## config.mk

```make
export PLATFORM = sky130hd
export DESIGN_NAME = nn_output_layer_flat
export DESIGN_NICKNAME = d
export VERILOG_FILES = /design/src/rtl/nn_pkg.sv /design/src/rtl/nn_output_layer_if.sv /design/src/rtl/nn_weight_rom.sv /design/src/rtl/nn_output_layer.sv /design/src/flat_wrapper.sv
export SDC_FILE = /design/constraint.sdc
export NUM_CORES = 1
export LEC_CHECK = 0
export ABC_CLOCK_PERIOD_IN_PS = 2500
export CELL_PAD_IN_SITES_DETAIL_PLACEMENT = 0
export CELL_PAD_IN_SITES_GLOBAL_PLACEMENT = 2
export CORE_ASPECT_RATIO = 0.7
export CORE_MARGIN = 4
export CORE_UTILIZATION = 37
export DETAILED_ROUTE_END_ITERATION = 8
export PLACE_DENSITY = 0.78
export RECOVER_POWER = 50
export SLEW_MARGIN = 20
export SYNTH_ARGS = -nofsm -noshare
export SYNTH_HDL_FRONTEND = slang
export SYNTH_SLANG_ARGS = --single-unit
```

## constraint.sdc

```tcl
create_clock -name clk -period 2.5 [get_ports clk]
set_clock_uncertainty 0.05 [all_clocks]
set_input_delay 0.5 -clock clk [delete_from_list [all_inputs] [get_ports clk]]
set_output_delay 0.5 -clock clk [all_outputs]
set_load 0.01 [all_outputs]
```

## src/rtl/nn_pkg.sv

```systemverilog
// Shared fixed-point definitions for the XOR network layers.
// Contents: default data/fraction widths, the fx_t sample type, activation
// selector enum, FSM state enum, and the sat()/act() helpers that every
// layer applies to its biased sums.
package nn_pkg;

    localparam int DW_DEF   = 8;
    localparam int FRAC_DEF = 4;

    typedef logic signed [DW_DEF-1:0] fx_t;

    typedef enum int {
        ACT_IDENT = 0,
        ACT_RELU  = 1,
        ACT_HSIG  = 2
    } act_e;

    typedef enum logic [2:0] {
        ST_IDLE = 3'd0,
        ST_MAC  = 3'd1,
        ST_BIAS = 3'd2,
        ST_ACT  = 3'd3,
        ST_DONE = 3'd4
    } state_e;

    // Clamp x into the signed range of a dw-bit word.
    function automatic int sat(input int x, input int dw);
        int hi;
        int lo;
        int r;
        hi = (1 << (dw - 1)) - 1;
        lo = -(1 << (dw - 1));
        r  = x;
        if (x > hi) r = hi;
        if (x < lo) r = lo;
        return r;
    endfunction

    // Activation on a saturated sum. Hard sigmoid is a slope-1/4 line centred
    // on 0.5 and clamped to [0, 1.0] in the fixed-point format.
    function automatic int act(input int s, input int mode, input int frac);
        int r;
        int one;
        one = 1 << frac;
        r   = s;
        if (mode == int'(ACT_RELU)) begin
            r = (s < 0) ? 0 : s;
        end else if (mode == int'(ACT_HSIG)) begin
            r = (s >>> 2) + one / 2;
            if (r < 0)   r = 0;
            if (r > one) r = one;
        end
        return r;
    endfunction

endpackage

```

## src/rtl/nn_output_layer_if.sv

```systemverilog
// Valid/ready handshake bundle around nn_output_layer.
//   in_valid/in_ready/in_data    : activations arriving from layer0
//   out_valid/out_ready/out_data : activated results to the consumer
// master = upstream producer plus downstream consumer; slave = the layer.
interface nn_output_layer_if
    import nn_pkg::*;
#(
    parameter int N_IN  = 2,
    parameter int N_OUT = 1,
    parameter int DW    = DW_DEF
);
    logic                  in_valid;
    logic                  in_ready;
    logic [N_IN*DW-1:0]    in_data;
    logic                  out_valid;
    logic                  out_ready;
    logic [N_OUT*DW-1:0]   out_data;

    modport master (
        output in_valid, in_data, out_ready,
        input  in_ready, out_valid, out_data
    );

    modport slave (
        input  in_valid, in_data, out_ready,
        output in_ready, out_valid, out_data
    );
endinterface

```

## src/rtl/nn_weight_rom.sv

```systemverilog
// Constant weight table with a registered read port.
//   clk, rst : clock, asynchronous active-low reset
//   addr     : input index k
//   row      : weights w[j][addr] of every neuron j, neuron 0 in LSBs;
//              valid one cycle after addr. Out-of-range addr reads zero.
module nn_weight_rom
    import nn_pkg::*;
#(
    parameter int N_IN  = 2,
    parameter int N_OUT = 1,
    parameter int DW    = DW_DEF,
    parameter int KW    = $clog2(N_IN + 1),
    parameter logic [N_OUT*N_IN*DW-1:0] W_INIT = '0
) (
    input  logic                clk,
    input  logic                rst,
    input  logic [KW-1:0]       addr,
    output logic [N_OUT*DW-1:0] row
);
    logic [N_OUT*DW-1:0] row_d;

    always_comb begin
        // NOTE: default every combinational output first so no path leaves it unassigned (no latch).
        row_d = '0;
        if (int'(addr) < N_IN) begin
            for (int j = 0; j < N_OUT; j++) begin
                row_d[j*DW +: DW] = W_INIT[(j*N_IN + int'(addr))*DW +: DW];
            end
        end
    end

    // NOTE: the table itself is a parameter, not storage, so only the read register needs a reset.
    always_ff @(posedge clk or negedge rst) begin
        if (!rst) begin
            row <= '0;
        end else begin
            // NOTE: sequential state is updated with <= so every register samples pre-edge values.
            row <= row_d;
        end
    end

endmodule

```

## src/rtl/nn_output_layer.sv

```systemverilog
// Fully-connected output layer of the fixed-point XOR network.
// Accepts N_IN activations, runs one multiply-accumulate per input per cycle
// for all N_OUT neurons in parallel, adds the bias, saturates, applies the
// activation and presents the result on a valid/ready output.
//   clk  : clock, all state on posedge
//   rst  : asynchronous active-low reset
//   bus  : nn_output_layer_if.slave (in_* from layer0, out_* to consumer)
//   busy : high whenever the FSM is not idle
module nn_output_layer
    import nn_pkg::*;
#(
    parameter int N_IN  = 2,
    parameter int N_OUT = 1,
    parameter int DW    = DW_DEF,
    parameter int FRAC  = FRAC_DEF,
    parameter int ACT   = int'(ACT_HSIG),
    parameter logic [N_OUT*N_IN*DW-1:0] W_INIT = '0,
    parameter logic [N_OUT*DW-1:0]      B_INIT = '0
) (
    input  logic             clk,
    input  logic             rst,
    nn_output_layer_if.slave bus,
    output logic             busy
);
    localparam int KW = $clog2(N_IN + 1);
    localparam int AW = 2*DW + KW;

    localparam logic [2:0] S_IDLE = ST_IDLE;
    localparam logic [2:0] S_MAC  = ST_MAC;
    localparam logic [2:0] S_BIAS = ST_BIAS;
    localparam logic [2:0] S_ACT  = ST_ACT;
    localparam logic [2:0] S_DONE = ST_DONE;

    logic [2:0]             state;
    logic [KW-1:0]          k;
    logic [KW-1:0]          rom_addr;
    logic                   last_k;
    logic [N_IN*DW-1:0]     a_q;
    logic [N_OUT*DW-1:0]    w_row;
    logic signed [DW-1:0]   a_k;
    logic signed [DW-1:0]   w_jk   [N_OUT];
    logic signed [2*DW-1:0] prod   [N_OUT];
    logic signed [AW-1:0]   term   [N_OUT];
    logic signed [AW-1:0]   biased [N_OUT];
    logic signed [AW-1:0]   acc    [N_OUT];
    logic [N_OUT*DW-1:0]    act_d;
    logic [N_OUT*DW-1:0]    out_q;
    logic                   out_valid_q;

    // Row 0 is fetched while idle so it is ready on the first MAC edge; each
    // MAC edge then consumes row k and fetches row k+1.
    assign rom_addr = (state == S_MAC) ? k + KW'(1) : '0;
    assign last_k   = (int'(k) == N_IN - 1);

    nn_weight_rom #(
        .N_IN   (N_IN),
        .N_OUT  (N_OUT),
        .DW     (DW),
        .KW     (KW),
        .W_INIT (W_INIT)
    ) u_rom (
        .clk  (clk),
        .rst  (rst),
        .addr (rom_addr),
        .row  (w_row)
    );

    always_comb begin
        a_k   = a_q[DW-1:0];
        act_d = '0;
        if (int'(k) < N_IN) a_k = a_q[int'(k)*DW +: DW];
        for (int j = 0; j < N_OUT; j++) begin
            w_jk[j]   = w_row[j*DW +: DW];
            // Full-width signed product, then floor shift back to the data format.
            prod[j]   = (2*DW)'(a_k) * (2*DW)'(w_jk[j]);
            term[j]   = AW'(prod[j] >>> FRAC);
            biased[j] = AW'(sat(int'(acc[j]) + int'(signed'(B_INIT[j*DW +: DW])), DW));
            act_d[j*DW +: DW] = DW'(act(int'(acc[j]), ACT, FRAC));
        end
    end

    always_ff @(posedge clk or negedge rst) begin
        if (!rst) begin
            state       <= S_IDLE;
            k           <= '0;
            a_q         <= '0;
            out_q       <= '0;
            out_valid_q <= 1'b0;
            for (int j = 0; j < N_OUT; j++) acc[j] <= '0;
        end else begin
            case (state)
                S_IDLE: begin
                    if (bus.in_valid) begin
                        a_q   <= bus.in_data;
                        k     <= '0;
                        state <= S_MAC;
                        for (int j = 0; j < N_OUT; j++) acc[j] <= '0;
                    end
                end
                S_MAC: begin
                    for (int j = 0; j < N_OUT; j++) acc[j] <= acc[j] + term[j];
                    k <= k + KW'(1);
                    if (last_k) state <= S_BIAS;
                end
                S_BIAS: begin
                    // acc now holds the saturated, biased sum for the ACT step.
                    for (int j = 0; j < N_OUT; j++) acc[j] <= biased[j];
                    state <= S_ACT;
                end
                S_ACT: begin
                    out_q       <= act_d;
                    out_valid_q <= 1'b1;
                    state       <= S_DONE;
                end
                S_DONE: begin
                    // New input is only taken back in IDLE, never on the draining edge.
                    if (bus.out_ready) begin
                        out_valid_q <= 1'b0;
                        state       <= S_IDLE;
                    end
                end
                default: state <= S_IDLE;
            endcase
        end
    end

    assign bus.in_ready  = (state == S_IDLE);
    assign bus.out_valid = out_valid_q;
    assign bus.out_data  = out_q;
    assign busy          = (state != S_IDLE);

endmodule

```

## src/flat_wrapper.sv

```systemverilog
// flat-port wrapper written by rule: the top's interface ports become plain ports
module nn_output_layer_flat import nn_pkg::*;
#(
    parameter int N_IN  = 2,
    parameter int N_OUT = 1,
    parameter int DW    = DW_DEF,
    parameter int FRAC  = FRAC_DEF,
    parameter int ACT   = int'(ACT_HSIG),
    parameter logic [N_OUT*N_IN*DW-1:0] W_INIT = '0,
    parameter logic [N_OUT*DW-1:0]      B_INIT = '0
)
  (clk, rst, busy, bus_in_valid, bus_in_data, bus_out_ready, bus_in_ready, bus_out_valid, bus_out_data);
  nn_output_layer_if #(.N_IN(N_IN), .N_OUT(N_OUT), .DW(DW)) bus_i ();
  input  logic clk;
  input  logic rst;
  output logic busy;
  input wire logic [$bits(bus_i.in_valid)-1:0] bus_in_valid;
  input wire logic [$bits(bus_i.in_data)-1:0] bus_in_data;
  input wire logic [$bits(bus_i.out_ready)-1:0] bus_out_ready;
  output wire logic [$bits(bus_i.in_ready)-1:0] bus_in_ready;
  output wire logic [$bits(bus_i.out_valid)-1:0] bus_out_valid;
  output wire logic [$bits(bus_i.out_data)-1:0] bus_out_data;
  assign bus_i.in_valid = bus_in_valid;
  assign bus_i.in_data = bus_in_data;
  assign bus_i.out_ready = bus_out_ready;
  assign bus_in_ready = bus_i.in_ready;
  assign bus_out_valid = bus_i.out_valid;
  assign bus_out_data = bus_i.out_data;
  nn_output_layer #(.N_IN(N_IN), .N_OUT(N_OUT), .DW(DW), .FRAC(FRAC), .ACT(ACT), .W_INIT(W_INIT), .B_INIT(B_INIT)) u_core (.clk(clk), .rst(rst), .bus(bus_i), .busy(busy));
endmodule
```

After elaboration in Yosys (flattened, before gate mapping)
Cells that the tools add are included.
Storage, ports and cells
  register bits after elaboration: 56
  input port bits: 20
  output and inout bits: 11
  word-level logic and storage cells: 55
Operators by class
  add/subtract/negate cells: 3
  multiply operators: 1
  order comparisons: 6
  equal/unequal tests: 9
  shifts and indexed selects: 2
  mux-type cells: 17
  reductions and logical operators: 10
Operators with widths (number)
  $mux W18: 3
  $pmux W18 S3: 1
  $gt A32 B6 Y1 const B: 1
  $lt A32 B1 Y1 const B: 1
  $mux W32: 1
  $mux W8: 3
  $add A18 B12 Y18: 1
  $gt A18 B8 Y1 const B: 1
  $lt A18 B8 Y1 const B: 1
  $add A16 B5 Y17 const B: 1
  $mul A8 B8 Y16: 1
  $shiftx A16 B6 Y8: 1
  $shiftx A16 B6 Y8 const A: 1
  $pmux W3 S5: 1
  $mux W3: 3
  $eq A3 B2 Y1 const B: 2
  $reduce_and A2 Y1: 3
  $reduce_and A3 Y1: 2
  $reduce_bool A3 Y1: 2
  $lt A2 B2 Y1 const B: 2
  $mux W2: 2
  $ne A2 B2 Y1 const B: 2
  $pmux W2 S2: 1
  $reduce_bool A2 Y1: 2
  9 further kinds: 9

Longest topological paths before layout
Gate-level depths: netlist of run 1.
  depth after elaboration: 5
  mapped depth: 25
  gate-level depth less buffers: 25

Modules after synthesis
A second synthesis of run 1 with hierarchy kept.
Unflattened totals
  cell total of the unflattened synthesis: 604
  area total of the unflattened synthesis: 5599.1 um2
By module, submodules not included
  nn_output_layer: instances 1, cells each 595, area each 5535.3 um2, sequential area each 1201.2 um2
  nn_weight_rom: instances 1, cells each 9, area each 63.8 um2, sequential area each 0.0 um2

Least setup slack after synthesis of run 1
OpenSTA, ideal clock, no wires.
  path type: reg-to-reg
  from: register u_core.acc[12] (netlist bit)
  to: register u_core.out_q[4], in the netlist u_core.bus.out_data[4]
  data arrival time: 1.637 ns
  slack: 0.678 ns
  cell stages (with the launch flop): 7
  buffers on the path: 0
  clock period less this slack: 1.822 ns
  cell sequence: dfrtp_1 > or3_1 > or3_1 > a22o_1 > o21a_1 > nor2_1 > o21ai_0
On the way
  longest elaborated chain between the ends: 5
RTL lines
  from (decl): RTL line nn_output_layer.sv:45  | logic signed [AW-1:0] acc [N_OUT];
  $add A16 B5 Y17 *: RTL line nn_pkg.sv:49  | r = (s >>> 2) + one / 2;
  $lt A32 B1 Y1: RTL line nn_pkg.sv:50  | if (r < 0) r = 0;
  $mux W32 *: RTL line nn_pkg.sv:50
  $gt A32 B6 Y1: RTL line nn_pkg.sv:51  | if (r > one) r = one;
  $mux W8 *: RTL line nn_pkg.sv:51
  to (signal assigned): RTL line nn_output_layer.sv:111  | out_q <= act_d;
  to (decl): RTL line nn_output_layer.sv:47  | logic [N_OUT*DW-1:0] out_q;
Mark *: on every way between the ends. The rest lies on a longest branch, timed or not.
A chain may end at the register's enable or synchronous reset.

Worst setup path after layout of run 1
  from: register u_core.state[1]
  to: output port bus_in_ready
On the way
  longest elaborated chain between the ends: 1
RTL lines
  from (decl): RTL line nn_output_layer.sv:34  | logic [2:0] state;
  from (signal assigned): RTL line nn_output_layer.sv:84  | state <= S_IDLE;
  from (signal assigned): RTL line nn_output_layer.sv:96  | state <= S_MAC;
  from (signal assigned): RTL line nn_output_layer.sv:103  | if (last_k) state <= S_BIAS;
  $logic_not A3 Y1: RTL line nn_output_layer.sv:127  | assign bus.in_ready = (state == S_IDLE);
  to (decl): RTL line flat_wrapper.sv:20  | output wire logic [$bits(bus_i.in_ready)-1:0] bus_in_ready;
No other way between the ends.

==> impl_summary.md, run 1 <==
Setup path
The type of element launching the critical path is a flip-flop. In this run the worst path has a maximum fanout of 12. At the worst endpoint, the required time is 1.95 ns. The worst register-to-register path has a depth of 6.

The critical path endpoint category is an output pin. The launch instance of the worst register-to-register path is u_core.state[0]. At the worst endpoint, the arrival time is 1.70 ns. The internal reg-to-reg setup slack is 0.37 ns. The capture point of the worst reg-to-reg path is u_core.bus.out_data[0].

The start-to-end type of the worst setup path is flip-flop to output pin.

Routing
The wire length per cell after detailed routing is 12.4 um. In the routed layout, each cell is associated on average with a via count of 4.79. The antenna violation net count after detailed routing is 0. Wires add up to 8510 um. In this run, the number of DRC markers left after iteration 0 of detailed routing was 163. The first detailed-routing pass ran for 4 iterations. The routed layout has 3,278 vias.

The DRC violation count after routing is 0.

Timing
The slew at the pin closest to its max-slew limit is 0.808 ns. The final setup slack of the worst path is 0.247 ns. The headroom to the max-slew limit is 46.1%.

Static timing analysis puts the maximum clock frequency at 444 MHz. Setup violations remaining at the end of the flow were counted as 0. The final count of pins violating max slew is 0. The worst hold-check slack is 0.435 ns.

In the final timing run, aggregate negative setup slack is 0 ns. Setup repair after global routing left no endpoint under its margin. The final hold violation count came to 0. The clock period minus worst slack is 2.25 ns. The final critical path takes up 90.1% of the cycle.

Flow run
Max-cap violations in this run came to 0.

CTS
The longest clock path from root to sink contains 2 buffers. The number of setup buffers added after CTS is 0. The later pin in the worst-skew pair is clocked with a latency of 0.27 ns.

The clock net sink count is 32. CTS placed an instance of clkbuf_16 at the clock tree root. The H-tree generated during clock tree synthesis spans 2 levels.

The post-cts gate resize count is 0. In this run, CTS created clock tree buffers numbering 5. The clock-pin slew on the worst setup and hold paths is 0.05 ns. The quantity of hold-fixing buffers added after cts is 0. The TritonCTS clock tree is done.

Hold path
The worst hold path terminates at u_core.bus.out_data[7]. The worst min-delay path startpoint is u_core.bus.out_data[7]. The worst hold path belongs to the class flip-flop to flip-flop. Counting instances, the worst hold path has a depth of 1.

Synthesis
In the synthesized netlist the async set-or-reset flop fraction comes to 100%. The cell area after synthesis is 0.00412 sq mm. The post-synthesis share of cell area spent on full adders, half adders and majority gates is 33.6%. Of the synthesized area, sequential elements account for 19.5%.

In this run, synthesis inferred 0 flip-flops with an integrated enable. Multiplexer cells account for 0.517% of the synthesized area. The combinational family with the most area after synthesis is adder cells. After synthesis, the mean cell area works out to 8.83 sq um. Synthesis handed over a netlist of 466 instances. The synthesized netlist devotes 4.68% of its cell area to XOR and XNOR gates. The share of the synthesized area in compound gates (AO/OA/AOI/OAI) is 19.9%.

The number of warning messages in the yosys log is 0. After synthesis the netlist holds a flip-flop and latch count of 32. The count of different cell masters after synthesis is 59. The primary flip-flop cell chosen by synthesis mapping is dfrtp_1. The area fraction in and, or, nand and nor cells after synthesis is 13.9%.

Finish
The area growth from synthesis to layout is 15.9%. The library cell used most frequently in the layout, excluding fill and tap cells, is inv_1. The number of diodes added for antenna fixing is 0. The number of nets in the finished design is 647.

The proportion of layout cells with a drive suffix above 1 is 4.28%. In the layout the commonest cells are inv_1 (71), conb_1 (60), ha_1 (56).

Outcome
The run finished with clean final reports.

Floorplanning
The initial utilization of the core area, before any placement, comes to 38.9%. In this run the standard cell core region covers 0.0106 sq mm. The die covers 0.0129 sq mm. The horizontal die dimension is 134 um. Row generation in the floorplan step produced 31 rows. The die is 96.2 um tall. Pin placement for this block handled 31 I/O pins.

Global routing
The aggregate global routing overflow is 0. The via count of the first global-routing pass is 2,997. The global-route wire length before repair is 14,600 um.

The maximum number of pins on one net before global-route repair is 33. For this run, the total global-route usage over all layers was measured as 14.0%. The initial antenna violation count is 0.

Place
In this run the tool buffered the top-level ports with 14 buffer cells. The global placement routability congestion is 0.828. The post-detailed-placement half-perimeter wirelength is 7190 um. The worst slack at placement is 0.415 ns.
==> logic make-up (layout without fill, tap and decap cells) <==
logic type | Yosys count | count (layout)
compound gates | 127 | 127
simple gates | 109 | 109
fa+ha+maj | 90 | 90
buf+inv | 82 | 95
flops | 32 | 32
xor+xnor | 22 | 22
other cells | 2 | 60
mux | 2 | 2
==> flip-flops by register name, indices dropped and copies added (netlist names) <==
register              cells
u_core.acc               18
u_core.state              3
u_core.k                  2
u_core.bus.out_data       8
u_core.bus.out_valid      1
==> metal layers <==
layer	track usage, %	share of wire, %	vias to the layer above
met2	19.0	38	54
met1	22.8	57	1528
li1	-	-	1691
met3	2.61	4.5	5
met5	0	0	-
met4	2.03	0.59	0
==> critical path, cell delays in order, from the launching register on <==
cell and delay [ns]:
dfrtp_1 0.49, nor3_1 0.34, clkdlybuf4s50_1 0.60
==> layout make-up <==
| class | count | area, sq um |
|---|---|---|
| multi-input combinational | 410 | 3210 |
| inverter | 71 | 267 |
| sequential | 32 | 801 |
| fill | 1053 | 5820 |
| timing repair buffer | 17 | 156 |
| clock buffer | 7 | 153 |
| tap | 148 | 185 |
==> through the flow <==
stage | util (%) | area (sq um) | instances
finish | 45.1 | 4770 | 685
global route | 45.1 | 4770 | 685
CTS | 45.1 | 4780 | 685
detailed placement | 43.7 | 4620 | 678
global placement | 43.7 | 4620 | 678
floorplan | - | 4330 | 524
==> cell usage after synthesis (all sizes together), types with 2 or more instances <==
cell	n	share of area, %
a22o	4	0.85
a31oi	5	0.76
buf	4	0.73
conb	2	0.18
xnor2	14	3.0
o211ai	2	0.49
fa	34	17
o21bai	4	0.73
and2	6	0.94
or4b	2	0.49
o21a	7	1.3
a21oi	38	4.7
or3	8	1.2
xor2	8	1.7
o21ai	32	4.0
a21o	13	2.6
nand2	27	2.5
inv	71	6.5
a2111oi	2	0.43
nand2b	5	0.76
o31ai	6	1.1
clkbuf	7	0.64
nand4	6	0.91
nor2b	4	0.61
ha	56	17
nor2	25	2.3
dfrtp	32	19
nor3	8	1.2
nand3b	3	0.55
nand3	10	1.2
a211oi	2	0.36
==> worst max path at each step <==
stage / start / end / slack, ns / cells past startpoint
after CTS: u_core.state[1] / bus_in_ready / 0.24 / 2
after floorplan: u_core.acc[12] / u_core.bus.out_data[4] / 0.68 / 6
after global routing: u_core.state[0] / u_core.bus.out_data[0] / 0.11 / 6
after detailed placement: bus_in_valid / u_core.acc[16] / 0.42 / 5
after global placement: bus_in_valid / u_core.acc[16] / 0.40 / 5
final: u_core.state[1] / bus_in_ready / 0.25 / 2
Power of run 1 is not shown: default switching activity piles up to over one toggle a cycle in this logic, so the estimate is an artifact.
==> inputs of run 2 (changes only) <==
- CORE_MARGIN: 4 -> 2
- SETUP_SLACK_MARGIN: unset -> 0.15
- SKIP_LAST_GASP: unset -> 1
==> impl_summary.md, run 2 (synthesis results as in run 1) <==
Routing
The detailed router's first-iteration violation count is 252 (+55%). The antenna violation net count after detailed routing is 0 (unchanged). The number of vias in the routed layout is 3,318 (+1.2%). The DRC violation count after routing is 0 (unchanged). The wire length per cell after detailed routing is 12.2 um (-1.8%). The routed wire length is 8440 um (-0.80%).

The number of iterations in the first detailed-routing pass is 5 (+1). The number of vias per cell is 4.79 (+0.20%).

CTS
The clock-pin slew on the worst setup and hold paths is 0.05 ns (about the same). The H-tree level count is 2 (unchanged). The maximum buffer depth of the clock tree is 2 (unchanged). CTS placed an instance of clkbuf_16 at the clock tree root. The clock net sink count is 32 (unchanged). The clock latency at the later pin of the worst-skew pair is 0.27 ns (about the same). The TritonCTS clock tree is done. The quantity of hold-fixing buffers added after cts is 0 (unchanged). The number of buffers added by the clock tree synthesis step was 5 (unchanged).

Place
The post-detailed-placement half-perimeter wirelength came to 7140 um (-0.77%). The cell count after placement came to 684 (+0.88%). The count of buffers inserted at the top-level ports is 14 (unchanged).

The worst slack at placement is 0.419 ns (+0.00402 ns). The global placement routability congestion is 0.835 (+0.89%).

Floorplanning
The top-level port count is 31 (unchanged). The vertical die dimension is 92.2 um (-4.2%). The horizontal die dimension is 130 um (-3.0%). The die outline area was 0.0120 sq mm (-7.0%). The cell row count is 32 (+3.2%).

The starting density of the core is 37.6% (-1.2 points). The area of the core is 0.0109 sq mm (+3.2%).

Setup path
The worst endpoint required time is 1.95 ns (about the same). The critical path is of the flip-flop to output pin type. The critical path endpoint category is an output pin. The internal reg-to-reg setup slack is 0.49 ns (+0.12 ns). The worst path arrival time is 1.54 ns (-0.16 ns).

The largest fanout of any net on the critical path is 9 (-3). Among cell families on the critical path, the largest total delay comes from buffers and inverters. The worst reg-to-reg path cell count is 7 (+1). The slowest stage of the critical path belongs to the cell clkdlybuf4s50_1.

The worst setup path is launched from a flip-flop. The delay of the slowest critical-path stage is 0.58 ns (-0.02 ns). The signal on the critical path passes through nor3_2 -> clkdlybuf4s50_1. The worst register-to-register path begins at u_core.acc[10]. The number of buffers and inverters on the critical path is 1 (unchanged).

The capture point of the worst reg-to-reg path is u_core.acc[16].

Timing
The final setup slack of the worst path is 0.410 ns (+0.163 ns). The final hold violation count was 0 (unchanged). The fraction of the cycle the final worst path needs is 83.6% (-6.5 points). The number of failing setup endpoints in the final timing report came to 0 (unchanged). The clock period minus worst slack was 2.09 ns (-0.163 ns). The slew at the pin closest to its max-slew limit is 0.791 ns (-0.0167 ns). The headroom to the max-slew limit is 47.3% (+1.1 points). Setup repair after global routing left no endpoint under its margin. The peak clock frequency supported by timing is 479 MHz (+7.8%). The sum of negative setup slack is 0 ns (unchanged). The final count of pins violating max slew was 0 (unchanged).

Global routing
The via count of the first global-routing pass is 2,997 (unchanged). The combined global-route utilization of all metal layers was 15.3% (+1.3 points). The aggregate global routing overflow is 0 (unchanged). The initial antenna violation count came to 0 (unchanged). The maximum number of pins on one net before global-route repair is 33 (unchanged). The global-route wire length before repair came to 14,600 um (about the same).

Outcome
The run finished with clean final reports.

Finish
The proportion of layout cells with a drive suffix above 1 is 4.64% (+0.36 points). The number of nets in the finished design is 648 (+0.15%). Leaving out fill and tap cells, the most frequent cells in the layout are inv_1 (71), conb_1 (60), ha_1 (56).

The area overhead of the layout relative to synthesis is 16.7%. The most common library cell in the layout ignoring fill and taps is inv_1. The final cell count without fillers is 692 (+1.0%).

The flip-flop count of the largest register after layout is 18 (unchanged). The largest register by flop count is u_core.acc. The number of diodes added for antenna fixing is 0 (unchanged).

Flow run
The count of max-cap constraint violations is 0 (unchanged).

Hold path
The hold-critical path endpoint is u_core.bus.out_data[7]. The cell depth of the worst hold path is 1 (unchanged). The worst min-delay path startpoint is u_core.bus.out_data[7]. The classification of the worst-slack hold path is flip-flop to flip-flop.
-- run 2: cell types whose count changed in the layout (fill, tap and decap cells not counted) --
cell,change
buf_4,+1
bufinv_16,+1
clkbuf_1,+1
clkbuf_8,-2
clkinv_2,+1
nor3_1,-1
nor3_2,+1
-- run 2: worst max-delay path by stage --
stage / slack [ns] / cells past startpoint / to / from
2_1_floorplan: 0.68 / 6 / u_core.bus.out_data[4] / u_core.acc[12]
3_3_place_gp: 0.43 / 5 / u_core.acc[16] / bus_in_valid
3_5_place_dp: 0.42 / 5 / u_core.acc[12] / bus_in_valid
4_1_cts: 0.28 / 2 / bus_in_ready / u_core.state[2]
5_1_grt: 0.25 / 7 / u_core.acc[13] / u_core.acc[10]
6_report: 0.41 / 2 / bus_in_ready / u_core.state[2]
-- run 2: per-stage QoR --
step                      util (%)  hold slack, ns  instance area (sq um)
after floorplan                  -           0.154                   4330
after global placement        42.4           0.414                   4640
after detailed placement      42.4           0.420                   4640
after CTS                     43.9           0.433                   4800
after global routing          43.9           0.450                   4800
final                         43.9           0.430                   4800
-- run 2: final cells by class --
class                           count  area, sq um
Inverter                           71          267
Clock buffer                        6          129
Multi-Input combinational cell    410         3210
Timing Repair Buffer               18          164
Clock inverter                      2         35.0
Fill cell                        1121         6130
Tap cell                          153          191
Sequential cell                    32          801
-- run 2: what timing repair did --
| action | in CTS | in global routing |
|---|---|---|
| resized for setup | 0 | 1 |
| setup buffers | 0 | 0 |
| setup endpoints to repair | 0 | 1 |
-- run 2: per-layer routing --
layer	global-route usage, %	routed length [um]	vias up
li1	-	-	1688
met1	26.7	5090	1592
met2	19.2	3140	31
met3	2.10	159	7
met4	2.42	51	0
met5	0	0	-
Power of run 2 is left out for the same reason.
